===== config.mk =====
export PLATFORM = sky130hd
export DESIGN_NAME = mult_iter_param
export DESIGN_NICKNAME = d
export VERILOG_FILES = /design/src/rtl/mult_iter_param.sv
export SDC_FILE = /design/constraint.sdc
export NUM_CORES = 1
export LEC_CHECK = 0
export ABC_AREA = 1
export CORE_AREA = 4 4 229 209
export CTS_CLUSTER_DIAMETER = 200
export DETAILED_ROUTE_END_ITERATION = 8
export DIE_AREA = 0 0 233 213
export GPL_TIMING_DRIVEN = 0
export PLACE_DENSITY = 0.66
export SKIP_CTS_REPAIR_TIMING = 1
export SYNTH_ARGS = -nofsm -noshare
export SYNTH_HDL_FRONTEND = slang
export SYNTH_SLANG_ARGS = --single-unit

===== constraint.sdc =====
create_clock -name clk -period 6.9 [get_ports clk]
set_input_delay 1.035 -clock clk [delete_from_list [all_inputs] [get_ports clk]]
set_output_delay 1.035 -clock clk [all_outputs]
set_load 0.005 [all_outputs]

===== src/rtl/mult_iter_param.sv =====
// rtl/mult_iter_param.sv - parametrised iterative signed/unsigned N-bit multiplier
//
// One CHUNK x CHUNK partial product is accumulated per cycle, followed by a
// single sign-fix cycle, so latency is (WIDTH/CHUNK)^2 + 1 cycles in either mode.
//
// Ports:
//   clk          rising-edge clock
//   reset        synchronous, active-high reset
//   start        request, sampled only while idle
//   signed_mode  1 = two's-complement operands, 0 = unsigned (sampled with start)
//   a, b         WIDTH-bit operands (sampled with start)
//   busy         high while an operation is in progress
//   done         one-cycle pulse when product becomes valid
//   product      2*WIDTH-bit result, held until the next accepted start
module mult_iter_param #(
  parameter int WIDTH = 32,
  parameter int CHUNK = 8
) (
  input  logic               clk,
  input  logic               reset,
  input  logic               start,
  input  logic               signed_mode,
  input  logic [WIDTH-1:0]   a,
  input  logic [WIDTH-1:0]   b,
  output logic               busy,
  output logic               done,
  output logic [2*WIDTH-1:0] product
);

  localparam int N  = WIDTH / CHUNK;
  localparam int CW = (N > 1) ? $clog2(N) : 1;
  localparam logic [CW-1:0] LAST = CW'(N - 1);

  typedef enum logic [1:0] {IDLE, CALC, FIX} state_t;

  state_t             state;
  logic [WIDTH-1:0]   ma;
  logic [WIDTH-1:0]   mb;
  logic               neg;
  // idx is kept as its (i, j) digits so no divider/modulo is needed.
  logic [CW-1:0]      i_idx;
  logic [CW-1:0]      j_idx;

  logic [WIDTH-1:0]   ma_sh;
  logic [WIDTH-1:0]   mb_sh;
  logic [2*CHUNK-1:0] pp;
  logic [2*WIDTH-1:0] pp_ext;

  always_comb begin
    ma_sh  = ma >> (CHUNK * int'(i_idx));
    mb_sh  = mb >> (CHUNK * int'(j_idx));
    pp     = {{CHUNK{1'b0}}, ma_sh[CHUNK-1:0]} * {{CHUNK{1'b0}}, mb_sh[CHUNK-1:0]};
    pp_ext = '0;
    pp_ext[2*CHUNK-1:0] = pp;
    pp_ext = pp_ext << (CHUNK * (int'(i_idx) + int'(j_idx)));
  end

  always_ff @(posedge clk) begin
    if (reset) begin
      state   <= IDLE;
      busy    <= 1'b0;
      done    <= 1'b0;
      product <= '0;
      ma      <= '0;
      mb      <= '0;
      neg     <= 1'b0;
      i_idx   <= '0;
      j_idx   <= '0;
    end else begin
      done <= 1'b0;
      case (state)
        IDLE: begin
          if (start) begin
            // -(-2^(W-1)) wraps to 2^(W-1), which is the correct unsigned magnitude.
            ma      <= (signed_mode && a[WIDTH-1]) ? -a : a;
            mb      <= (signed_mode && b[WIDTH-1]) ? -b : b;
            neg     <= signed_mode & (a[WIDTH-1] ^ b[WIDTH-1]);
            product <= '0;
            i_idx   <= '0;
            j_idx   <= '0;
            busy    <= 1'b1;
            state   <= CALC;
          end
        end
        CALC: begin
          product <= product + pp_ext;
          if (i_idx == LAST) begin
            i_idx <= '0;
            if (j_idx == LAST) begin
              j_idx <= '0;
              state <= FIX;
            end else begin
              j_idx <= j_idx + CW'(1);
            end
          end else begin
            i_idx <= i_idx + CW'(1);
          end
        end
        FIX: begin
          if (neg) begin
            product <= -product;
          end
          busy  <= 1'b0;
          done  <= 1'b1;
          state <= IDLE;
        end
        default: begin
          busy  <= 1'b0;
          state <= IDLE;
        end
      endcase
    end
  end

endmodule

# Word level (Yosys, flattened, before mapping)
# Cells that the tools add are included.
[word_totals]
out_inout_bits = 66
ff_bits = 137
inputBits = 68
elab_cells = 60
[op_classes]
n_eq_ne = 8
n_addsub = 7
bitwise_logic = 3
mul = 1
n_shift = 3
mux = 18
reduce_logical = 11
[ops]
columns = ["cell", "n"]
rows = [
  ["64-bit case mux with 3 select lines", 1],
  ["64-bit 2-to-1 mux", 2],
  ["64-bit adder", 1],
  ["32-bit 2-to-1 mux", 2],
  ["32-bit negator", 2],
  ["64-bit negator", 1],
  ["16-bit by 6-bit << shifter with 64-bit output", 1],
  ["32-bit by 5-bit right shift with 8-bit output", 2],
  ["8-bit by 8-bit multiplier with 16-bit output", 1],
  ["2-bit 2-to-1 mux", 7],
  ["2-bit case mux with 2 select lines", 3],
  ["3-bit AND reduction", 3],
  ["2-bit inequality test, second input constant", 4],
  ["2-bit == test, second input constant", 3],
  ["2-bit AND reduction", 3],
  ["2-bit by 1-bit adder with 2-bit output, second input constant", 2],
  ["2-bit by 2-bit adder with 3-bit output", 1],
  ["3-bit nonzero test", 1],
  ["2-bit by 1-bit == test with 1-bit output, second input constant", 1],
  ["1-bit logical AND", 2],
  ["2-bit logical NOT", 1],
  ["1-bit 2-to-1 mux", 2],
  ["1-bit case mux with 2 select lines", 1],
  ["2-bit nonzero test", 1],
  ["3 further kinds", 3],
]

# Logic depth before layout (Yosys ltp)
[logic_depth]
word_depth = 5
depth_mapped = 44
ltp_nobuf = 43

# Least setup slack after synthesis
# OpenSTA, ideal clock, no wires.
[synth_timing]
kind = "reg-to-reg"
startpoint = "reg j_idx[0]"
endpoint = "reg product[27]"
setup_ps = 134
period_less_slack_ps = 6695
t_arrival_ps = 6561
required_ps = 6766
path_slack_ps = 205
path_stages_with_launch = 39
n_path_buf = 2
path_cell_list = "dfxtp_1 -> clkbuf_1 -> clkbuf_1 -> nand2_1 -> a32oi_1 -> inv_1 -> nor2_1 -> fa_1 -> fa_1 -> fa_1 -> inv_1 -> fa_1 -> inv_1 -> ha_1 -> nand2_1 -> inv_1 -> nand2_1 -> nand2_1 -> (+3 left out) -> xor2_1 -> o21ai_1 -> or2_2 -> nor2_1 -> ha_1 -> nand2_1 -> inv_1 -> nand2_1 -> nand2_1 -> nand2_1 -> nand3_1 -> a21oi_1 -> o21ai_2 -> or2_2 -> nand3_1 -> nand2_1 -> nand2_1 -> a21oi_1"
[synth_via]
elab_chain_cells = 5
word_cells_on_any_way = 6
classes_between = "add/sub (2); mul (1); shift (2); mux (1)"
[synth_rtl]
columns = ["element", "line_no", "rtl"]
rows = [
  ["start: declaration", "42", "logic [CW-1:0] j_idx;"],
  ["start signal: assignment", "93", "j_idx <= j_idx + CW'(1);"],
  ["32-bit by 5-bit right shift with 8-bit output", "51", "mb_sh = mb >> (CHUNK * int'(j_idx));"],
  ["8-bit by 8-bit multiplier with 16-bit output", "52", "pp = {{CHUNK{1'b0}}, ma_sh[CHUNK-1:0]} * {{CHUNK{1'b0}}, mb_sh[CHUNK-1:0]};"],
  ["16-bit by 6-bit << shifter with 64-bit output *", "55", "pp_ext = pp_ext << (CHUNK * (int'(i_idx) + int'(j_idx)));"],
  ["64-bit adder *", "86", "product <= product + pp_ext;"],
  ["64-bit case mux with 3 select lines *", "71", "case (state)"],
  ["end signal: assignment", "86", ""],
  ["end signal: assignment", "101", "product <= -product;"],
  ["end: declaration", "27", "output logic [2*WIDTH-1:0] product"],
]
# Every way passes the cells marked *; elsewhere a longest branch is shown, timed or not.
# A chain may end at the register's enable or synchronous reset.

# Worst setup path after layout
[layout_timing]
startpoint = "reg j_idx[0]"
endpoint = "reg product[37]"
# The elaborated chain is that of the path after synthesis.

==> results.txt <==
----------------------------------------------------
[Run status]
  Status ... complete, but fails checks
  Violations in the final reports ... negative setup slack

[Die]
  Die span in x ... ~230 um
  Core region area ... ~0.045 mm2
  Boundary pin count ... around 130
  Count of standard-cell rows ... 74
  Die boundary height ... 213 um
  Initial Utilization ... 0.370
  Area enclosed by the die boundary ... 0.0496 mm2

[Clock network]
  Source-to-sink clock delay at the later pin of the worst-skew pair ... 0.47 ns
  Clock tree from TritonCTS ... yes
  Root Buffer ... sky130_fd_sc_hd__clkbuf_16
  H-tree depth ... 4
  Total clock sinks ... 137
  Number of buffers added by the clock tree synthesis step ... 17
  CTS clk-pin slew, worst paths ... roughly 0.09 ns
  Max clock buf depth ... 2

[Route]
  Total routed wirelength ... 74.2 mm
  Average wire per standard cell ... between 15 and 20 um
  Via count ... about 20000
  Detailed Route Iter0 Violations ... 2503
  Drt drc ... 0
  Pre-antenna DRT Iters ... 8
  Via count normalized by instance count ... 5.53
  Antenna violation net count after detailed routing ... 0

[STA]
  Final worst-path cycle share ... 1.01
  Number of pins with negative max-slew slack in the final report ... 0
  Worst Skew ... between 0.02 and 0.03 ns
  Total of endpoints with negative setup slack in the final report ... 10
  Worst setup slack after layout ... -0.0575 ns
  Worst slew slack as a fraction of its limit ... 0.0765
  Number of hold-slack violations in the final timing report ... 0
  Worst-case hold slack ... 0.514 ns
  Highest attainable clock frequency ... 0.144 GHz
  Worst Max-Slew Pin Slew ... between 1 and 1.5 ns
  Setup repair after global routing missed its margin ... true
  Tmin final ... 6.96 ns

[Synth]
  EDFF count, synth ... 0
  Post-synthesis async set-or-reset flop share ... 0
  Sequential share of the synthesized area ... 0.164
  Synth warnings ... 0
  Top FF cell, synth ... sky130_fd_sc_hd__dfxtp_1
  Post-synth design cell area ... roughly 0.017 mm2
  Synthesized instance count ... 2867
  Per-instance average area after synthesis ... 5.83 um2
  Unique cell type count in the Yosys netlist ... 56
  Net count of the mapped netlist ... 3082
  Synthesized flop and latch total ... 137

[Setup path]
  R2R Path Start ... j_idx[0]
  Reg-to-reg endpoint ... product[37]
  Timing endpoint of the critical path ... product[37]
  Library cell contributing the largest single delay on the critical path ... sky130_fd_sc_hd__fa_1
  Crit-path max FO ... 6
  Number of cell instances on the worst register-to-register path ... 35
  Capturing element type of the critical path ... flop
  Startpoint Class ... flop
  Register-to-register setup slack ... -0.06 ns
  Endpoint arrival time on the critical path ... ~7.3 ns
  Max stage delay on crit path ... 0.55 ns
  Most used cell along the critical path ... sky130_fd_sc_hd__nand2_1
  Critical Setup Path Class ... reg2reg
  Worst setup path startpoint ... j_idx[0]
  CP required ... 7.22 ns

[Power and ir drop]
  Worst IR drop on VDD ... just over 0.3 mV
  Leakage Power ... 9.83 nW
  Power density over cell area ... 414 mW/mm2

[Placement]
  Routability Congestion ... 1.06
  Worst setup timing slack at the placement stage ... -1.54 ns
  Number of buffer cells added on primary ports ... 132
  HPWL reported at the end of detailed placement ... 58.3 mm

[Global route]
  Antenna violations before repair ... 0
  Overall track demand over capacity in global routing ... 0.274
  First-pass GRT wire length ... 104 mm
  Pin count of the biggest net entering global routing ... 17
  Via count of the first global-routing pass ... 17800
  Congestion Overflow GR ... 0

[Min path]
  Worst hold path class ... reg2reg

[Final layout]
  Fraction of layout instances using a drive strength above 1 ... 0.210
  Synth-to-Final Area Change ... 34.7%
  Count of nets after finishing ... 3309
  Utilization after layout ... 0.498

[Flow run]
  Number of maximum-capacitance violations ... 0

----------------------------------------------------
-- how the worst min path moves through the flow --
stage | startpoint | endpoint | slack [ns] | depth (start not counted)
after floorplan | mb[6] | mb[6] | 0.47 | 2
after global placement | mb[1] | mb[1] | 0.48 | 2
after detailed placement | mb[20] | mb[20] | 0.50 | 2
after CTS | mb[17] | mb[17] | 0.51 | 2
after global routing | ma[22] | ma[22] | 0.54 | 2
final | ma[1] | ma[1] | 0.51 | 2
-- layout by cell type, fill, tap and decap left out, types with 18 or more instances in the layout --
cell                              count
sky130_fd_sc_hd__xnor2_1             23
sky130_fd_sc_hd__nor2_1             323
sky130_fd_sc_hd__a21oi_2             60
sky130_fd_sc_hd__nand4_1             29
sky130_fd_sc_hd__buf_4               69
sky130_fd_sc_hd__nor2_2              66
sky130_fd_sc_hd__xor2_1              49
sky130_fd_sc_hd__inv_2               39
sky130_fd_sc_hd__inv_1              343
sky130_fd_sc_hd__clkbuf_16           20
sky130_fd_sc_hd__o21ai_1             52
sky130_fd_sc_hd__a21oi_1            195
sky130_fd_sc_hd__o21ai_0            110
sky130_fd_sc_hd__nor2_4              37
sky130_fd_sc_hd__nand2_2             78
sky130_fd_sc_hd__ha_4                30
sky130_fd_sc_hd__fa_1                36
sky130_fd_sc_hd__nor3_1              35
sky130_fd_sc_hd__ha_1                66
sky130_fd_sc_hd__nand3_1            117
sky130_fd_sc_hd__nand2_1            651
sky130_fd_sc_hd__dfxtp_1            133
sky130_fd_sc_hd__nor3_2              18
sky130_fd_sc_hd__clkdlybuf4s50_1    132
sky130_fd_sc_hd__clkbuf_1            55
sky130_fd_sc_hd__o21ai_2             27
sky130_fd_sc_hd__nand3_2             33
-- cell type report --
cell class	instances	area, um2
multi-input combinational	2256	14500
inverter	394	1510
clock inverter	15	170
buffer	80	420
tap	608	761
clock buffer	17	425
fill	4636	22700
timing repair inverter	1	8.76
antenna	2	5.00
timing repair buffer	207	1970
sequential	137	2760
-- cells in the mapped netlist, types with 8 or more instances --
cell type,number,area [um2]
sky130_fd_sc_hd__nand2_1,740,2780
sky130_fd_sc_hd__nor2_1,406,1520
sky130_fd_sc_hd__inv_1,371,1390
sky130_fd_sc_hd__a21oi_1,260,1300
sky130_fd_sc_hd__nand3_1,156,781
sky130_fd_sc_hd__o21ai_0,156,781
sky130_fd_sc_hd__dfxtp_1,137,2740
sky130_fd_sc_hd__ha_1,109,1360
sky130_fd_sc_hd__clkbuf_1,63,236
sky130_fd_sc_hd__xor2_1,52,455
sky130_fd_sc_hd__nor3_1,50,250
sky130_fd_sc_hd__fa_1,38,761
sky130_fd_sc_hd__o21ai_1,33,165
sky130_fd_sc_hd__nand4_1,29,181
sky130_fd_sc_hd__xnor2_1,24,210
sky130_fd_sc_hd__or2_2,19,119
sky130_fd_sc_hd__inv_2,18,67.6
sky130_fd_sc_hd__a32oi_1,17,149
sky130_fd_sc_hd__o211ai_1,15,113
sky130_fd_sc_hd__nand3b_1,12,90.1
sky130_fd_sc_hd__nor4_1,12,75.1
sky130_fd_sc_hd__o21bai_1,12,90.1
sky130_fd_sc_hd__nor2_4,11,124
sky130_fd_sc_hd__a21o_1,10,75.1
sky130_fd_sc_hd__a31oi_1,9,56.3
sky130_fd_sc_hd__nor2_2,9,56.3
sky130_fd_sc_hd__o22ai_1,9,56.3
sky130_fd_sc_hd__a21oi_2,8,70.1
sky130_fd_sc_hd__buf_1,8,30.0
-- cells by family after synthesis --
| logic type | Yosys count | share of synthesized area |
|---|---|---|
| AO/OA/AOI/OAI | 559 | 0.186 |
| adder cells (fa/ha/maj) | 147 | 0.127 |
| AND/OR/NAND/NOR | 1474 | 0.375 |
| flip-flops | 137 | 0.164 |
| XOR/XNOR | 76 | 0.0398 |
| buffers and inverters | 474 | 0.108 |
-- flip-flops by register name, summed over array words and instances (netlist names) --
name     count
mb          32
neg          1
state        2
ma          32
i_idx        2
done         1
busy         1
j_idx        2
product     64
-- per-stage QoR --
step	cells	total power, mW	area [um2]	setup TNS, ns
after floorplan	2867	4.54	16700	0
after global placement	3607	6.12	18800	-58.21
after detailed placement	3607	6.13	18800	-61.08
after CTS	3639	7.14	19400	-64.43
after global routing	3715	9.83	22500	-9.99
final	3717	9.32	22500	-0.261
-- per-layer routing --
metal | wire length [um] | vias up | GRT usage
li1 | - | 9786 | -
met1 | 32600 | 9455 | 0.409
met2 | 29500 | 1162 | 0.383
met3 | 9550 | 165 | 0.0778
met4 | 2580 | 0 | 0.0727
met5 | 0 | - | 0
-- power by group --
group          total (mW)  internal [mW]  switching [mW]
Sequential           1.08          0.933           0.148
Combinational        7.24           2.61            4.63
Clock                1.00          0.519           0.481
-- worst max-delay path: cells and delay by family, from the launching register on --
family                     cells  cell delay, ns
AOI/OAI and AO/OA              6            1.02
xor gates and xnor gates       1            0.17
adders and majority gates      6            2.67
buffers and inverters          7            0.74
DFF                            1            0.40
and+or+nand+nor               15            1.82
(Power assumes the default switching activity.)
